### config.mk
export PLATFORM = sky130hd
export DESIGN_NAME = fetch_unit
export DESIGN_NICKNAME = d
export VERILOG_FILES = /design/src/rtl/fetch_unit.sv
export SDC_FILE = /design/constraint.sdc
export NUM_CORES = 1
export LEC_CHECK = 0
export CAP_MARGIN = 30
export CORE_MARGIN = 2
export CORE_UTILIZATION = 50
export DETAILED_ROUTE_END_ITERATION = 8
export PLACE_DENSITY = 0.91
export SYNTH_ARGS = -nofsm -noshare
export SYNTH_HDL_FRONTEND = slang
export SYNTH_SLANG_ARGS = --single-unit
### constraint.sdc
create_clock -name i_clk -period 8.3 [get_ports i_clk]
set_input_delay 1.66 -clock i_clk [delete_from_list [all_inputs] [get_ports i_clk]]
set_output_delay 1.66 -clock i_clk [all_outputs]
set_load 0.01 [all_outputs]
### src/rtl/fetch_unit.sv
// Instruction fetch stage: owns the PC, reads instruction memory combinationally and
// queues {inst, pc, misaligned} entries toward decode through a small FIFO.
package cotm32_pkg;
  localparam int XLEN       = 32;
  localparam int INST_WIDTH = 32;
endpackage

module fetch_unit
  import cotm32_pkg::*;
#(
  parameter logic [XLEN-1:0] RESET_VECTOR = 32'h0000_0000,
  parameter int              FIFO_DEPTH   = 2
) (
  input  logic                  i_clk,
  input  logic                  i_rst,
  output logic [XLEN-1:0]       o_imem_addr,
  input  logic [INST_WIDTH-1:0] i_imem_inst,
  input  logic                  i_redirect,
  input  logic [XLEN-1:0]       i_redirect_pc,
  output logic                  o_valid,
  input  logic                  i_ready,
  output logic [INST_WIDTH-1:0] o_inst,
  output logic [XLEN-1:0]       o_pc,
  output logic [XLEN-1:0]       o_pc_plus4,
  output logic                  o_misaligned
);

  localparam int PTR_W = $clog2(FIFO_DEPTH);
  localparam int CNT_W = PTR_W + 1;
  localparam logic [INST_WIDTH-1:0] NOP_INST = INST_WIDTH'(32'h0000_0013);

  typedef enum logic {FETCH = 1'b0, HALT = 1'b1} state_t;

  state_t           state_q, state_d;
  logic [XLEN-1:0]  fetch_pc_q, fetch_pc_d;
  logic [PTR_W-1:0] rd_ptr_q, rd_ptr_d;
  logic [PTR_W-1:0] wr_ptr_q, wr_ptr_d;
  logic [CNT_W-1:0] count_q, count_d;

  logic [INST_WIDTH-1:0] inst_mem [FIFO_DEPTH];
  logic [XLEN-1:0]       pc_mem   [FIFO_DEPTH];
  logic                  mis_mem  [FIFO_DEPTH];

  logic push;
  logic pop;
  logic pc_misaligned;

  assign pc_misaligned = (fetch_pc_q[1:0] != 2'b00);
  assign pop           = o_valid && i_ready;

  // FSM: state register
  always_ff @(posedge i_clk or posedge i_rst) begin
    if (i_rst) begin
      state_q <= FETCH;
    end else begin
      state_q <= state_d;
    end
  end

  // FSM: next state -- a misaligned fetch parks the unit until redirected
  always_comb begin
    state_d = state_q;
    if (i_redirect) begin
      state_d = FETCH;
    end else if (push && pc_misaligned) begin
      state_d = HALT;
    end
  end

  // FSM: outputs -- a full FIFO still accepts a push when decode pops the same cycle
  always_comb begin
    push = 1'b0;
    if (state_q == FETCH && !i_redirect &&
        (count_q < CNT_W'(FIFO_DEPTH) || pop)) begin
      push = 1'b1;
    end
  end

  always_comb begin
    fetch_pc_d = fetch_pc_q;
    rd_ptr_d   = rd_ptr_q;
    wr_ptr_d   = wr_ptr_q;
    count_d    = count_q;
    if (i_redirect) begin
      fetch_pc_d = i_redirect_pc;
      rd_ptr_d   = '0;
      wr_ptr_d   = '0;
      count_d    = '0;
    end else begin
      if (push) begin
        wr_ptr_d = wr_ptr_q + PTR_W'(1);
        if (!pc_misaligned) begin
          fetch_pc_d = fetch_pc_q + XLEN'(4);
        end
      end
      if (pop) begin
        rd_ptr_d = rd_ptr_q + PTR_W'(1);
      end
      count_d = count_q + CNT_W'(push) - CNT_W'(pop);
    end
  end

  always_ff @(posedge i_clk or posedge i_rst) begin
    if (i_rst) begin
      fetch_pc_q <= RESET_VECTOR;
      rd_ptr_q   <= '0;
      wr_ptr_q   <= '0;
      count_q    <= '0;
    end else begin
      fetch_pc_q <= fetch_pc_d;
      rd_ptr_q   <= rd_ptr_d;
      wr_ptr_q   <= wr_ptr_d;
      count_q    <= count_d;
    end
  end

  // Storage needs no reset: entries are only visible while count_q says they are live.
  always_ff @(posedge i_clk) begin
    if (push) begin
      inst_mem[wr_ptr_q] <= pc_misaligned ? NOP_INST : i_imem_inst;
      pc_mem[wr_ptr_q]   <= fetch_pc_q;
      mis_mem[wr_ptr_q]  <= pc_misaligned;
    end
  end

  assign o_imem_addr  = fetch_pc_q;
  assign o_valid      = (count_q != '0);
  assign o_inst       = o_valid ? inst_mem[rd_ptr_q] : '0;
  assign o_pc         = o_valid ? pc_mem[rd_ptr_q] : '0;
  assign o_pc_plus4   = o_valid ? (pc_mem[rd_ptr_q] + XLEN'(4)) : '0;
  assign o_misaligned = o_valid && mis_mem[rd_ptr_q];

endmodule

==> results.sh <==
export IMPL_cts_resized=0
export IMPL_cts_sinks=167
export IMPL_grt_pass1_vias=6205
export IMPL_r2r_end="count_q[0]"
export IMPL_status="finished, final reports clean"
export IMPL_clkTransAtPathRegs_ns=0.06
export IMPL_ioPinCount=198
export IMPL_pwr_share_clk_pct=24.4
export IMPL_finalHoldViolations=0
export IMPL_finalMaxSlewViolations=0
export IMPL_rsz0062_at_grt="no"
export IMPL_async_reset_ff_share_pct=22.2
export IMPL_slew_headroom_pct=38.8
export IMPL_critical_path_class="flop to primary output"
export IMPL_grt_antenna_before_repair=0
export IMPL_die_area_mm2=0.0175
export IMPL_crit_chain="buf_4 > mux2_2 > ha_1 > inv_1 > a211oi_4 > nand4_2 > nor3b_2 > mux2_1 > clkdlybuf4s50_1"
export IMPL_track_usage_pct=23.3
export IMPL_gp_congestion=0.810
export IMPL_p_int_mw=1.98
export IMPL_cts_hold_buffers=0
export IMPL_crit_slowest_cell="dfrtp_4"
export IMPL_crit_path_end_kind="primary output"
export IMPL_path_max_fanout=56
export IMPL_n_antenna_cell=0
export IMPL_r2r_start="count_q[1]"
export IMPL_critPathBufInv=3
export IMPL_vias=6271
export IMPL_drtAntennaViolNets=0
export IMPL_pwr_share_comb_pct=37.5
export IMPL_drt_iter0_markers=565
export IMPL_htreeDepth=4
export IMPL_syn_area_per_cell_um2=11.7
export IMPL_ff2ff_path_depth=8
export IMPL_grt_overflow=0
export IMPL_start_util_pct=51.5
export IMPL_hold_path_class="flop to flop"
export IMPL_holdWs_ns=0.524
export IMPL_slowest_delay_ns=1.00
export IMPL_die_w_um=132
export IMPL_most_common_layout_cells="196 x clkdlybuf4s50_1, 130 x edfxtp_1, 90 x nor2_1"
export IMPL_postLayoutCoreUtil_pct=68.1
export IMPL_synth_edff_count=130
export IMPL_areaGrowthSynthToFinish_pct=32.1
export IMPL_finalSetupTns_ns=0
export IMPL_setup_viol=0
export IMPL_synthDistinctLibCells=57
export IMPL_grt_pass1_wl_um=32100
export IMPL_syn_num_nets=777
export IMPL_synthTopCellsByArea="edfxtp_1 47%, dfrtp_1 11%, mux2i_1 7.6%"
export IMPL_p_leak_nw=3.79
export IMPL_syn_inst=705
export IMPL_numCtsBuffers=17
export IMPL_mostFrequentLayoutCell="clkdlybuf4s50_1"
export IMPL_netlist_area_mm2=0.00825
export IMPL_crit_family="buffers and inverters"
export IMPL_start_kind="flop"
export IMPL_cp_arrival_ns=4.57
export IMPL_fin_crit_ns=6.23
export IMPL_ys_ff_latch=167
export IMPL_min_delay_path_depth=0
export IMPL_clk_latency_ns=0.42
export IMPL_finalCritPeriodShare_pct=75.1
export IMPL_floorplan_rows=46
export IMPL_ir_worst_vdd_v=0.000228
export IMPL_worstMarginPinSlew_ns=0.918
export IMPL_critPathRequiredTime_ns=6.64
export IMPL_wl_per_cell_um=18.3
export IMPL_grt_max_degree=79
export IMPL_layout_drive_gt1_share_pct=6.76
export IMPL_synth_ff_type="edfxtp_1"
export IMPL_vias_per_cell=5.60
export IMPL_p_sw_mw=0.969
export IMPL_maxCapViolations=0
export IMPL_reg2reg_slack_ns=5.31
export IMPL_seqPwrFrac_pct=38.1
export IMPL_dr_pass1_iters=6
export IMPL_yosysTopAreaCell="edfxtp_1"
export IMPL_drt_total_wl_um=20500
export IMPL_min_to="pc_mem[0][31]"
export IMPL_power_density_mw_per_mm2=270
export IMPL_fp_dieH_um=132
export IMPL_clock_path_buffers=2
export IMPL_io_buffers=197
export IMPL_finalNetCount=963
export IMPL_hold_start="o_imem_addr[31]"
export IMPL_cts_tree="yes"
export IMPL_synth_top_cell_area_share_pct=47.3
export IMPL_ys_warn_count=0
export IMPL_yosysSeqAreaShare_pct=58.6
export IMPL_max_freq_ghz=0.160
export IMPL_cts_root_buf="clkbuf_16"
export IMPL_drc=0
export IMPL_postCtsSetupBuffers=0
export IMPL_finalClockSkew_ns=0.0101
export IMPL_hpwl_um=14500
export IMPL_switching_share_pct=32.9
export IMPL_core_mm2=0.0160
==> worst max-delay path by stage <==
stage / from / endpoint / slack [ns] / depth (start not counted)
finish: rd_ptr_q / o_pc_plus4[26] / 2.07 / 9
global route: rd_ptr_q / o_pc_plus4[24] / 1.84 / 9
CTS: rd_ptr_q / o_pc_plus4[26] / 2.10 / 9
detailed placement: rd_ptr_q / o_pc_plus4[26] / 2.56 / 9
global placement: rd_ptr_q / o_pc_plus4[26] / 2.64 / 9
floorplan: i_redirect / inst_mem[0][0] / 2.94 / 4
==> cells in the mapped netlist (3+ instances only) <==
| master | number |
|---|---|
| edfxtp_1 | 130 |
| nor2_1 | 93 |
| nand2_1 | 69 |
| mux2i_1 | 63 |
| o21ai_0 | 40 |
| and2_1 | 38 |
| dfrtp_1 | 37 |
| nand4_1 | 25 |
| clkbuf_1 | 20 |
| xnor2_1 | 20 |
| xor2_1 | 20 |
| nand3_1 | 19 |
| and3_1 | 12 |
| inv_1 | 9 |
| buf_4 | 8 |
| mux2_2 | 7 |
| nand3b_1 | 7 |
| buf_2 | 6 |
| nand4b_1 | 6 |
| or3_1 | 6 |
| a21oi_1 | 5 |
| o31ai_1 | 5 |
| a22oi_1 | 4 |
| and4_1 | 4 |
| ha_1 | 4 |
| nor3_1 | 4 |
| a31oi_1 | 3 |
| mux2_1 | 3 |
| nor4_1 | 3 |
==> power by group through the flow <==
| stage | Combinational [mW] | Clock (mW) | Sequential, mW |
|---|---|---|---|
| after detailed placement | 1.11 | 0 | 1.14 |
| after CTS | 1.11 | 0.726 | 1.12 |
| final | 1.11 | 0.718 | 1.12 |
| after global placement | 1.08 | 0 | 1.13 |
| after global routing | 1.18 | 0.757 | 1.13 |
| after floorplan | 0.620 | 0 | 1.08 |
==> per-layer routing <==
layer	vias to the layer above	routed length, um	GRT usage, %
met3	53	1300	4.37
met1	2983	8280	29.4
met4	0	803	12.2
met5	-	0	0
li1	2934	-	-
met2	301	10100	38.5
==> metrics by stage <==
step | instances | area, um^2 | power [mW] | worst slack [ns]
6_report | 1119 | 10900 | 2.95 | 2.07
2_1_floorplan | 705 | 8250 | 1.70 | 2.94
4_1_cts | 1119 | 10900 | 2.96 | 2.10
3_3_place_gp | 1087 | 10300 | 2.21 | 2.64
5_1_grt | 1119 | 10900 | 3.07 | 1.84
3_5_place_dp | 1088 | 10400 | 2.24 | 2.56
==> registers in the layout (all words and copies together) (netlist names) <==
| name | cells |
|---|---|
| count_q | 2 |
| pc_mem | 64 |
| state_q | 1 |
| inst_mem | 64 |
| rd_ptr_q | 1 |
| wr_ptr_q | 1 |
| mis_mem | 2 |
| o_imem_addr | 32 |
==> cell families (layout without fill, tap and decap cells) <==
family | Yosys count | after routing | synth area share [%]
and+or+nand+nor | 303 | 303 | 19.1
DFF | 167 | 167 | 58.6
muxes | 73 | 73 | 9.01
AOI/OAI and AO/OA | 71 | 71 | 5.49
buffers and inverters | 47 | 245 | 3.03
xor gates and xnor gates | 40 | 40 | 4.25
adders and majority gates | 4 | 4 | 0.607
==> area by class of cell <==
type	count	area [um^2]
repair buffers	205	2030
multi-input cells	491	3190
clock buffers	19	433
clock inverters	12	106
fillers	1120	5100
inverters	9	33.8
flip-flops and latches	167	4830
well taps	216	270
Power figures use the tool's default switching activity.
